===== src/rtl/cs_resolve.sv =====
// cs_resolve: sequential carry-resolution unit.
// Takes a carry-save pair (S, C with value S + 2*C) and collapses it to one
// binary word by repeated half-add passes, one pass per clock. Ready/valid on
// both sides, a single operation in flight.
module cs_resolve #(
   parameter  int N  = 4,
   localparam int IW = $clog2(N + 1)
) (
   input  logic          clk,
   input  logic          rst,
   input  logic          in_valid,
   output logic          in_ready,
   input  logic [N-1:0]  in_sum,
   input  logic [N-1:0]  in_carry,
   output logic          out_valid,
   input  logic          out_ready,
   output logic [N-1:0]  out_result,
   output logic          out_ovf,
   output logic [IW-1:0] out_iters
);

   typedef enum logic [1:0] {
      IDLE = 2'd0,
      ITER = 2'd1,
      DONE = 2'd2
   } state_t;

   state_t        state_q;

   // Working carry-save pair and pass bookkeeping.
   logic [N-1:0]  s_q;
   logic [N-1:0]  c_q;
   logic          ovf_q;
   logic [IW-1:0] iters_q;

   // Registered handshake and result outputs.
   logic          in_ready_q;
   logic          out_valid_q;
   logic [N-1:0]  res_q;
   logic          res_ovf_q;
   logic [IW-1:0] res_iters_q;

   // Outcome of one half-add pass over the current working pair.
   logic [N-1:0]  sh_d;
   logic [N-1:0]  s_d;
   logic [N-1:0]  c_d;
   logic          ovf_d;
   logic [IW-1:0] iters_d;

   // Pass counter increment that pins at N; the counter can never wrap.
   function automatic logic [IW-1:0] sat_inc(input logic [IW-1:0] v);
      if (v >= IW'(N)) begin
         return IW'(N);
      end
      return v + IW'(1);
   endfunction

   // One half-add pass: carry bit i moves up to weight 2^(i+1); the bit
   // shifted out of the top is an overflow of the N-bit result.
   always_comb begin
      sh_d    = {c_q[N-2:0], 1'b0};
      s_d     = s_q ^ sh_d;
      c_d     = s_q & sh_d;
      ovf_d   = ovf_q | c_q[N-1];
      iters_d = sat_inc(iters_q);
   end

   // Control FSM with registered outputs; result registers load only on the
   // transition into DONE so they hold steady through IDLE and ITER.
   always_ff @(posedge clk) begin
      if (rst) begin
         state_q     <= IDLE;
         in_ready_q  <= 1'b1;
         out_valid_q <= 1'b0;
         res_q       <= '0;
         res_ovf_q   <= 1'b0;
         res_iters_q <= '0;
         s_q         <= '0;
         c_q         <= '0;
         ovf_q       <= 1'b0;
         iters_q     <= '0;
      end else begin
         case (state_q)
            IDLE: begin
               if (in_valid && in_ready_q) begin
                  s_q        <= in_sum;
                  c_q        <= in_carry;
                  ovf_q      <= 1'b0;
                  iters_q    <= '0;
                  in_ready_q <= 1'b0;
                  if (in_carry != '0) begin
                     state_q <= ITER;
                  end else begin
                     // Nothing to resolve: the sum is already the answer.
                     state_q     <= DONE;
                     out_valid_q <= 1'b1;
                     res_q       <= in_sum;
                     res_ovf_q   <= 1'b0;
                     res_iters_q <= '0;
                  end
               end
            end
            ITER: begin
               s_q     <= s_d;
               c_q     <= c_d;
               ovf_q   <= ovf_d;
               iters_q <= iters_d;
               if (c_d == '0) begin
                  state_q     <= DONE;
                  out_valid_q <= 1'b1;
                  res_q       <= s_d;
                  res_ovf_q   <= ovf_d;
                  res_iters_q <= iters_d;
               end
            end
            DONE: begin
               // No same-cycle acceptance: in_ready rises one cycle later.
               if (out_ready) begin
                  state_q     <= IDLE;
                  out_valid_q <= 1'b0;
                  in_ready_q  <= 1'b1;
               end
            end
            default: begin
               state_q     <= IDLE;
               in_ready_q  <= 1'b1;
               out_valid_q <= 1'b0;
            end
         endcase
      end
   end

   assign in_ready   = in_ready_q;
   assign out_valid  = out_valid_q;
   assign out_result = res_q;
   assign out_ovf    = res_ovf_q;
   assign out_iters  = res_iters_q;

endmodule


===== config.mk =====
export PLATFORM = sky130hd
export DESIGN_NAME = cs_resolve
export DESIGN_NICKNAME = d
export VERILOG_FILES = /design/src/rtl/cs_resolve.sv
export SDC_FILE = /design/constraint.sdc
export NUM_CORES = 1
export LEC_CHECK = 0
export BUFFER_PORTS_ARGS = -buffer_cell sky130_fd_sc_hd__buf_2
export CAP_MARGIN = 20
export CELL_PAD_IN_SITES_DETAIL_PLACEMENT = 2
export CELL_PAD_IN_SITES_GLOBAL_PLACEMENT = 2
export CORE_MARGIN = 1.5
export CORE_UTILIZATION = 25
export DETAILED_ROUTE_END_ITERATION = 10
export PLACE_DENSITY_LB_ADDON = 0.1
export SYNTH_ARGS = -nofsm -noshare
export SYNTH_HDL_FRONTEND = slang
export SYNTH_SLANG_ARGS = --single-unit

===== constraint.sdc =====
create_clock -name clk -period 2.35 [get_ports clk]
set_input_delay 0.1175 -clock clk [delete_from_list [all_inputs] [get_ports clk]]
set_output_delay 0.1175 -clock clk [all_outputs]
set_load 0.01 [all_outputs]

== Word-level counts from Yosys, hierarchy flattened ==
Index checks and enable logic that the tools add are counted.

* Word-level logic and storage cells: 67
* Output and inout bits: 10
* Register bits: 24

* Add/sub/neg operators: 1
* Bitwise logic cells: 4
* Magnitude comparators: 1
* Muxes and demuxes: 35
* Equal/unequal tests: 6
* Reductions and logical operators: 10

{| class="wikitable"
|+ Operator list
! cell !! count
|-
| 4-bit case mux with 2 select lines || 3
|-
| 4-bit two-way mux || 5
|-
| 3-bit two-way mux || 6
|-
| 3-bit case mux with 2 select lines || 2
|-
| 1-bit two-way mux || 10
|-
| 2-bit two-way mux || 4
|-
| 2-bit != test (second input constant) || 4
|-
| 4-bit AND reduction || 2
|-
| 1-bit case mux with 3 select lines || 2
|-
| 2-bit case mux with 3 select lines || 1
|-
| 3-bit AND reduction || 2
|-
| 4-bit AND || 1
|-
| 4-bit zero test || 1
|-
| 1-bit case mux with 2 select lines || 2
|-
| 4-bit nonzero test || 1
|-
| 4-bit XOR || 1
|-
| 3-bit by 1-bit adder with 3-bit output (second input constant) || 1
|-
| 3-bit >= comparator (second input constant) || 1
|-
| 2-bit by 1-bit == test with 1-bit output (second input constant) || 1
|-
| 2-bit == test (second input constant) || 1
|-
| 2-bit zero test || 1
|-
| 2-bit AND reduction || 1
|-
| 2-bit nonzero test || 1
|-
| 1-bit logical AND || 1
|-
| other kinds (2) || 2
|}

== Depth between registers and ports, before layout ==
Gate-level depths: netlist (run 1).

* Depth in word-level cells: 5
* Gate-level depth with buffers: 5

== Worst setup path after synthesis (run 1) ==
No wires, ideal clock.

* Path type: register to register
* From: reg s_q[1]
* To: reg res_q[0] (netlist: out_result[0])
* Stages on the path, launching flop included: 5
* Required time: 2209 ps
* Library setup time: 141 ps
* Slack: 757 ps
* Arrival: 1452 ps
* Path through: dfxtp_1 -> ha_1 -> or4b_4 -> o22ai_2 -> a311oi_1

* Word-level cells in the longest chain between the ends: 4

{| class="wikitable"
|+ RTL lines
! what !! RTL line !! text
|-
| start: declaration || 31 || <nowiki>logic [N-1:0] s_q;</nowiki>
|-
| start signal: assignment || 86 || <nowiki>s_q <= in_sum;</nowiki>
|-
| 4-bit AND || 63 || <nowiki>c_d = s_q & sh_d;</nowiki>
|-
| 4-bit zero test || 108 || <nowiki>if (c_d == '0) begin</nowiki>
|-
| 2-bit != test (no source line) || -- ||
|-
| 4-bit AND reduction (no source line) || -- ||
|-
| end signal: assignment || 97 || <nowiki>res_q <= in_sum;</nowiki>
|-
| end: declaration || 39 || <nowiki>logic [N-1:0] res_q;</nowiki>
|}

No other way between the ends.
A chain may end at the register's enable or synchronous reset.

== Worst setup path after layout (run 1) ==
* From: reg c_q[0]
* To: reg res_q[0] (netlist: out_result[0])

* Word-level cells in the longest chain between the ends: 4

{| class="wikitable"
|+ RTL lines
! what !! RTL line !! text
|-
| start: declaration || 32 || <nowiki>logic [N-1:0] c_q;</nowiki>
|-
| start signal: assignment || 87 || <nowiki>c_q <= in_carry;</nowiki>
|-
| 4-bit AND || 63 ||
|-
| 4-bit zero test || 108 ||
|-
| 2-bit != test (no source line) || -- ||
|-
| 4-bit AND reduction (no source line) || -- ||
|}

No other way between the ends.

==> results of run 1 <==
[metal layers]
metal	vias up	part of all wire	track usage
met5	-	0	0
met4	0	0.011	0.0377
met2	14	0.52	0.278
li1	534	-	-
met3	4	0.024	0.0304
met1	546	0.45	0.186
[synth_stat cells (2+ instances only)]
master    number
dfxtp_1       24
a21oi_1       15
nand2_1        9
a311oi_1       7
mux2i_1        6
clkbuf_1       5
ha_1           5
o21ai_0        5
a211oi_1       4
a221oi_1       4
inv_1          4
nand2b_1       4
buf_2          3
nand3b_1       3
nor2b_1        3
nor2_1         2
o221ai_1       2
o31ai_1        2
o32ai_2        2
[layout make-up]
type	count	area (um2)	share of cell area
clock buffers	3	41.3	0.0288
well taps	67	83.8	0.0585
repair buffers	22	113	0.0785
flip-flops and latches	24	480	0.335
multi-input cells	92	701	0.489
inverters	4	15.0	0.0105
[cell families after synthesis]
kind of cell	synth area share
AOI/OAI and AO/OA	0.300
and+or+nand+nor	0.168
DFF	0.389
buffers and inverters	0.0426
muxes	0.0487
adders and majority gates	0.0507
[worst max-delay path by stage]
stage / start / end
detailed placement: c_q[0] / out_result[0]
global route: state_q[0] / out_iters[1]
CTS: c_q[0] / out_result[0]
global placement: c_q[0] / out_result[0]
finish: c_q[0] / out_result[0]
floorplan: s_q[1] / out_result[0]
[critical path, cell delays in order (launching register included)]
cell and delay, ns:
dfxtp_1 0.35, ha_1 0.24, or4b_4 0.58, o22ai_2 0.41, a311oi_1 0.17
[report_power, final]
group / switching [mW] / internal (mW) / total, mW
Sequential: 0.0499 / 0.459 / 0.509
Combinational: 0.187 / 0.139 / 0.326
Clock: 0.138 / 0.115 / 0.253
[state kept, by name, indices dropped and copies added (netlist names)]
name        cells
out_result      4
s_q             4
c_q             4
out_ovf         1
in_ready        1
ovf_q           1
iters_q         3
out_valid       1
out_iters       3
state_q         2
[metrics by stage]
stage | power [mW] | area [um2] | util | hold WS (ns) | setup WS [ns]
after global placement | 0.836 | 1390 | 0.295 | 0.375 | 0.477
after detailed placement | 0.849 | 1390 | 0.295 | 0.391 | 0.465
after floorplan | 0.739 | 1230 | - | 0.253 | 0.757
after global routing | 1.17 | 1430 | 0.304 | 0.0853 | 0.387
after CTS | 1.11 | 1430 | 0.304 | 0.0900 | 0.467
final | 1.09 | 1430 | 0.304 | 0.107 | 0.471
==> reports/results.txt, run 1 <==
Overflow after GRT - 0
Hold Path End - s_q[0]
top cells by area, synth - dfxtp_1, a21oi_1, ha_1
global-route wire length before repair - 6160 um
worst min-delay path category - input port to flip-flop
ys async rst share - 0
shortest period the worst path allows - 1.88 ns
Fin. Hold Viols - 0
io pins - 22
DIE WIDTH - 73.2 um
Rows - 25
worst reg2reg path startpoint - c_q[0]
setup TNS - 0 ns
initial antenna violation count - 0
status - finished, final reports clean
RSZ-0062 raised after global routing - no
max cap viols - 0
core area - 4720 um2
Worst-path clk slew - 0.09 ns
Hold-fix buffers, CTS - 0
Mapped Nets - 146
endpoint type of the worst setup path - flip-flop
vias - 1098
Final Cycle Share - 0.799
cell taking the most area after synthesis - dfxtp_1
drt total wl - 3730 um
relative slew slack - 0.543
total CTS buffers - 3
peak supply drop - 0.000316 V
Clock Sink Count - 24
post-CTS sizing - 0
Post-synth EDFFs - 0
CTS tree - built
yosys warns - 0
Routability Congestion - 0.750
clock tree buffer depth - 2
Nets - 164
wire per inst - 17.6 um
most common cell after layout, fill and taps aside - dfxtp_1
Synth top area share - 0.389
FF-to-FF setup slack - 0.47 ns
Antenna diodes - 0
P&R area growth vs syn - 16.2%
CTS Root Cell - clkbuf_8
Synth cell types - 39
Post-Layout Cell Count - 212
Leak Pwr - 0.522 nW
FF-to-FF path depth - 4
WP data arrival - 2.01 ns
number of buffers added for setup after CTS - 0
DRC - 0
Port Buffer Count - 21
drt first pass iters - 4
synthesized cell area - 1230 um2
Mean Syn Cell Area - 9.56 um2
worst-margin pin slew - 0.679 ns
number of global-route vias before repair - 1184
worst r2r dst - out_result[0]
post-route ant nets - 0
WS Path Type - flip-flop to flip-flop
Via-to-Cell Ratio - 5.18
commonest cells after routing, fill and taps aside - dfxtp_1, buf_2, a21oi_1, nand2_1, a311oi_1
hold path cells - 3
HPWL after DPL - 2760 um
Initial Utilization - 0.261
CP Launch Type - flip-flop
share of cells above drive strength 1 - 0.241
Worst EP required - 2.48 ns
CP max FO - 6
die area - 5360 um2
clk_lat worst skew - 0.27 ns
clk_skew - 0.00402 ns
Top FF cell, synth - dfxtp_1
post-synthesis sequential area ratio - 0.389
Max Clk Rate - 0.532 GHz
PD cells - 759 nW/um2
worst hold start - in_sum[0]
max-slew violation count - 0
dpl cells - 209
endpoints failing setup - 0
initial drt markers - 47
Cells after Synth - 129
total track usage - 0.154
#FFs+latches synth - 24
CTS H-tree lvls - 1
largest net degree at the start of global routing - 29
DIE HEIGHT - 73.2 um
fill count - 538
(Power assumes the default switching activity.)
==> run 2: changes to the inputs <==
ABC_AREA = 1   (was unset)
clock period = 2 ns   (was 2.35 ns; I/O delays follow)
==> run 2 against run 1 <==
Hold slack got worse by 0.0026 ns. First-iteration DRC count decreased by 74%. Total power increased by 110%. Via count decreased by 4.2%. Register-to-register slack improved by 0.19 ns. Setup slack improved by 0.19 ns.
==> reports/results.txt, run 2 <==
status - finished, final reports clean
commonest cells after routing, fill and taps aside - nand2_1, nor2_1, dfxtp_1, buf_2, nand3_1
global-route wire length before repair - 5420 um (-12%)
PD cells - 1700 nW/um2 (+120%)
Post-DP Area - 1290 um2 (-7.5%)
total track usage - 0.135 (-0.0193)
max cap viols - 0 (unchanged)
Overflow after GRT - 0 (unchanged)
drt first pass iters - 4 (unchanged)
Mean Syn Cell Area - 7.38 um2 (-23%)
DIE WIDTH - 70.6 um (-3.6%)
HPWL after DPL - 2510 um (-9.3%)
endpoints failing setup - 0 (unchanged)
largest net degree at the start of global routing - 17 (-41%)
Via-to-Cell Ratio - 4.61 (-11%)
die area - 4990 um2 (-7.0%)
Synth cell types - 22 (-44%)
worst path bufs/invs - 1 (+1)
most common cell after layout, fill and taps aside - nand2_1
clock tree buffer depth - 2 (unchanged)
initial drt markers - 12 (-74%)
CP Launch Type - flip-flop
CP max FO - 8 (+2)
Hold-fix buffers, CTS - 0 (unchanged)
RSZ-0062 raised after global routing - no
CTS H-tree lvls - 1 (unchanged)
max-slew violation count - 0 (unchanged)
fill count - 530 (-1.5%)
dpl cells - 224 (+7.2%)
Final Cycle Share - 0.668 (-0.131)
Clock Sink Count - 24 (unchanged)
Antenna diodes - 0 (unchanged)
total power - 2.28 mW (+110%)
vias - 1052 (-4.2%)
CTS tree - built
io pins - 22 (unchanged)
CP max-delay cell - dfxtp_1
wire per inst - 13.5 um (-23%)
Nets - 194 (+18%)
post-CTS sizing - 0 (unchanged)
CTS Root Cell - clkbuf_8
most frequent cell after synthesis - nand2_1
clk_lat worst skew - 0.27 ns (about the same)
post-synthesis sequential area ratio - 0.420 (+0.0307)
relative slew slack - 0.706 (+0.162)
Max Clk Rate - 0.749 GHz (+41%)
total CTS buffers - 3 (unchanged)
cell taking the most area after synthesis - dfxtp_1
clk_skew - 0.00554 ns (+0.00152 ns)
#FFs+latches synth - 24 (unchanged)
Fin. Hold Viols - 0 (unchanged)
P&R area growth vs syn - 17.4%
worst min-delay path category - input port to flip-flop
Initial Utilization - 0.261 (-0.000347)
CP peak stage delay - 0.33 ns (-0.25 ns)
Worst EP required - 2.17 ns (-0.31 ns)
Commonest cells post-synth - nand2_1, nor2_1, dfxtp_1
design area - 1340 um2 (-6.4%)
Final Worst Setup Slack - 0.664 ns (+0.193 ns)
WP data arrival - 1.51 ns (-0.50 ns)
Port Buffer Count - 21 (unchanged)
top cells by area, synth - dfxtp_1, nand2_1, nor2_1
yosys warns - 0 (unchanged)
worst-margin pin slew - 0.441 ns (-0.238 ns)
Mapped Nets - 172 (+18%)
post-route ant nets - 0 (unchanged)
Top FF cell, synth - dfxtp_1
Synth top area share - 0.420 (+0.0307)
ys async rst share - 0 (unchanged)
initial antenna violation count - 0 (unchanged)
drt total wl - 3080 um (-17%)
Post-Layout Cell Count - 228 (+7.5%)
Routability Congestion - 0.778 (+3.7%)
core area - 4380 um2 (-7.2%)
Cells after Synth - 155 (+20%)
endpoint type of the worst setup path - flip-flop
Worst-path clk slew - 0.09 ns (about the same)
number of buffers added for setup after CTS - 0 (unchanged)
number of global-route vias before repair - 1135 (-4.1%)
share of cells above drive strength 1 - 0.205 (-0.0368)
cells along the critical path - ha_1 > nor2_1 > nand2_1 > nand2_4 > nand2_4 > inv_2 > nand3_1 > nand2_1 > nor2_1
Rows - 24 (-4.0%)
shortest period the worst path allows - 1.34 ns (-0.543 ns)
DIE HEIGHT - 70.6 um (-3.6%)
peak supply drop - 0.000376 V (+19%)
WS Path Type - flip-flop to flip-flop
Post-synth EDFFs - 0 (unchanged)
synthesized cell area - 1140 um2 (-7.3%)
Largest delay share family, worst path - simple AND/OR/NAND/NOR gates
DRC - 0 (unchanged)
Leak Pwr - 0.659 nW (+26%)
setup TNS - 0 ns (unchanged)
pre-CTS setup slack - 0.658 ns (+0.192 ns)
[run 2: cell types whose count changed after synthesis, moves of 4 or more]
cell	before	now
nand2_1	9	34
nor2_1	2	25
nand3_1	0	15
inv_1	4	14
a21oi_1	15	6
a311oi_1	7	0
mux2i_1	6	0
a221oi_1	4	0
clkbuf_1	5	1
nand2b_1	4	0
[run 2: tightest hold or removal path: stages]
cell,delay (ns)
buf_2,0.10
nand2_1,0.06
a31oi_1,0.07
[run 2: per-layer routing]
layer | track usage | part of all wire
met2 | 0.235 | 0.47
met4 | 0.0252 | 0.0045
met5 | 0 | 0
met1 | 0.176 | 0.49
met3 | 0.0256 | 0.033
[run 2: cell families after synthesis]
| kind of cell | Yosys count | share of synthesized area |
|---|---|---|
| simple gates | 80 | 0.321 |
| compound gates | 24 | 0.120 |
| flops | 24 | 0.420 |
| buf+inv | 22 | 0.0842 |
| fa+ha+maj | 5 | 0.0547 |
[run 2: path summary, 6_finish.rpt]
kind	from	to	slack [ns]	cells after the start
setup / recovery	s_q[1]	out_iters[2]	0.66	9
hold / removal	in_carry[1]	c_q[1]	0.10	3
setup reg to reg	s_q[1]	out_iters[2]	0.66	9
hold reg to reg	out_valid	out_valid	0.46	2
[run 2: report_power, final]
part           leakage, nW  switching [mW]  total [mW]  internal, mW
clock network       0.0288           0.168       0.344         0.176
logic                0.432           0.744        1.12         0.377
registers            0.198           0.126       0.819         0.693
[run 2: through the flow]
step,utilization,hold WS (ns)
finish,0.306,0.104
global route,0.306,0.109
CTS,0.306,0.0966
detailed placement,0.294,0.395
global placement,0.294,0.390
floorplan,-,0.259
[run 2: cell type report]
| type | instances | area (um2) | share of cell area |
|---|---|---|---|
| Sequential cell | 24 | 480 | 0.358 |
| Timing Repair Buffer | 21 | 105 | 0.0783 |
| Inverter | 18 | 70.1 | 0.0522 |
| Tap cell | 52 | 65.1 | 0.0485 |
| Multi-Input combinational cell | 109 | 567 | 0.422 |
| Clock buffer | 4 | 55.1 | 0.0410 |
==> run 3: changes to the inputs <==
clock period = 1.35 ns   (was 2 ns; I/O delays follow)
==> run 3 against run 2 <==
Hold slack worse by 0.038 ns. Sequential power up 56%. Die area unchanged. Non-clock buffer count up 7. Sequential share of layout area down 3.3 points. Flip-flop and latch count unchanged. Core utilization up 3.8 points. Register-to-register slack worse by 0.57 ns. Maximum frequency up 6.4%. First-iteration DRC count up 25%. Critical path type unchanged. Critical endpoint is now out_iters[0]. Largest cell class unchanged.
==> reports/results.txt, run 3 (synthesis gave the netlist of run 2 again) <==
drt total wl - 3310 um (+7.4%)
initial drt markers - 15 (+3)
Overflow after GRT - 0 (unchanged)
WP data arrival - 1.47 ns (-0.04 ns)
clk_skew - 0.00383 ns (-0.00171 ns)
Final Cycle Share - 0.930 (+0.262)
Clock Sink Count - 24 (unchanged)
most common cell after layout, fill and taps aside - nand2_1
endpoint type of the worst setup path - flip-flop
Largest delay share family, worst path - simple AND/OR/NAND/NOR gates
Nets - 202 (+4.1%)
clk_lat worst skew - 0.27 ns (about the same)
Max Clk Rate - 0.797 GHz (+6.4%)
worst path bufs/invs - 0 (-1)
CP max FO - 4 (-4)
global-route wire length before repair - 5470 um (+0.89%)
status - finished, final reports clean
Fin. Hold Viols - 0 (unchanged)
max-slew violation count - 0 (unchanged)
DRC - 0 (unchanged)
share of cells above drive strength 1 - 0.326 (+0.122)
wire per inst - 14.0 um (+3.8%)
CP Launch Type - flip-flop
io pins - 22 (unchanged)
Switching Share - 0.452 (-0.00252)
P&R area growth vs syn - 31.8%
commonest cells after routing, fill and taps aside - nand2_1, nor2_1, buf_2, dfxtp_1
CP max-delay cell - dfxtp_2
combinational power share - 0.543 (+0.052)
Initial Utilization - 0.261 (unchanged)
Worst-path clk slew - 0.09 ns (about the same)
CP peak stage delay - 0.35 ns (+0.02 ns)
most frequent CP cell - nor2_1
total track usage - 0.137 (+0.00195)
setup TNS - 0 ns (unchanged)
P_int - 2.13 mW (+71%)
number of global-route vias before repair - 1140 (+0.44%)
worst min-delay path category - input port to flip-flop
Via-to-Cell Ratio - 4.74 (+2.8%)
DIE WIDTH - 70.6 um (unchanged)
post-route ant nets - 0 (unchanged)
Routability Congestion - 0.736 (-5.3%)
PD cells - 2580 nW/um2 (+52%)
max cap viols - 0 (unchanged)
core area - 4380 um2 (unchanged)
total CTS buffers - 3 (unchanged)
Most Crowded Layer GR - met2
largest net degree at the start of global routing - 17 (unchanged)
relative slew slack - 0.714 (+0.00876)
clock tree buffer depth - 2 (unchanged)
peak supply drop - 0.000598 V (+59%)
WS Path Type - flip-flop to flip-flop
met1 usage - 0.176 (+0.000412)
CTS H-tree lvls - 1 (unchanged)
Leak Pwr - 0.707 nW (+7.3%)
fill count - 528 (-0.38%)
drt first pass iters - 4 (unchanged)
HPWL after DPL - 2440 um (-2.6%)
Reg power frac - 0.328 (-0.031)
shortest period the worst path allows - 1.26 ns (-0.0807 ns)
vias - 1119 (+6.4%)
CTS Root Cell - clkbuf_8
Antenna diodes - 0 (unchanged)
Rows - 24 (unchanged)
worst-margin pin slew - 0.428 ns (-0.0131 ns)
die area - 4990 um2 (unchanged)
DIE HEIGHT - 70.6 um (unchanged)
initial antenna violation count - 0 (unchanged)
endpoints failing setup - 0 (unchanged)
cells along the critical path - ha_4 > nor2_2 > nand2_2 > nand2_4 > nand2_8 > nor2_4 > nor2_1 > nor2_1
Worst EP required - 1.56 ns (-0.61 ns)
GR Util met3 - 0.0171 (-0.00855)
global routing usage on met2 - 0.235 (unchanged)
CTS tree - built
Sw Pwr - 1.76 mW (+70%)
Port Buffer Count - 21 (unchanged)
Clk network pwr share - 0.130 (-0.020)
total power - 3.89 mW (+71%)
==> run 3: cell count changes in the layout (fill, tap and decap cells not counted), moves of 2 or more <==
| cell | delta |
|---|---|
| dfxtp_1 | -7 |
| dfxtp_2 | +7 |
| buf_4 | +6 |
| nand2_1 | -4 |
| nand2_2 | +3 |
| ha_1 | -2 |
| ha_4 | +2 |
| nand2_8 | +2 |
| nor2_1 | -2 |
| nor2_2 | +2 |
==> run 3: power groups by stage <==
stage | Combinational, mW | Clock (mW) | Sequential, mW
floorplan | 1.19 | 0 | 1.27
global placement | 1.69 | 0 | 1.21
detailed placement | 1.72 | 0 | 1.24
CTS | 1.74 | 0.533 | 1.22
global route | 2.43 | 0.555 | 1.33
finish | 2.11 | 0.505 | 1.28
==> run 3: metal layers <==
layer | routed length [um] | vias to the layer above | part of all wire
met5 | 0 | - | 0
met4 | 50 | 0 | 0.015
met3 | 87 | 5 | 0.026
met2 | 1660 | 20 | 0.50
met1 | 1520 | 531 | 0.46
li1 | - | 563 | -
==> run 3: through the flow <==
step                instances  setup slack, ns  area, um2  hold WS (ns)  utilization
CTS                       229          0.00386       1350        0.0689        0.309
detailed placement        225          -0.0140       1290         0.369        0.295
global route              236          -0.0146       1510        0.0847        0.344
finish                    236           0.0948       1510        0.0662        0.344
global placement          225           0.0135       1290         0.359        0.295
floorplan                 155            0.185       1140         0.226            -
==> run 3: path summary, 6_finish.rpt <==
check	start	endpoint	slack, ns	cells after the start
max	s_q[2]	out_iters[0]	0.09	8
min	in_carry[2]	c_q[2]	0.07	3
max reg2reg	s_q[2]	out_iters[0]	0.09	8
min reg2reg	out_valid	out_valid	0.45	2
==> run 3: tightest hold or removal path, stage by stage <==
cell	delay, ns
buf_2	0.11
nand2_1	0.05
a31oi_1	0.07
==> run 3: what timing repair did <==
item	CTS	global route
setup buffers	0	6
hold buffers	0	0
endpoints found under the setup margin	8	15
gates resized for setup	1	24
gates cloned	0	1
pin swaps	1	9
==> run 3: area by class of cell <==
type                       instances  area [um2]  share of cell area
tap                               52        65.1              0.0432
inverter                          18        82.6              0.0548
clock buffer                       4        55.1              0.0365
sequential                        24         489               0.324
multi-input combinational        110         646               0.428
timing repair buffer              28         170               0.113
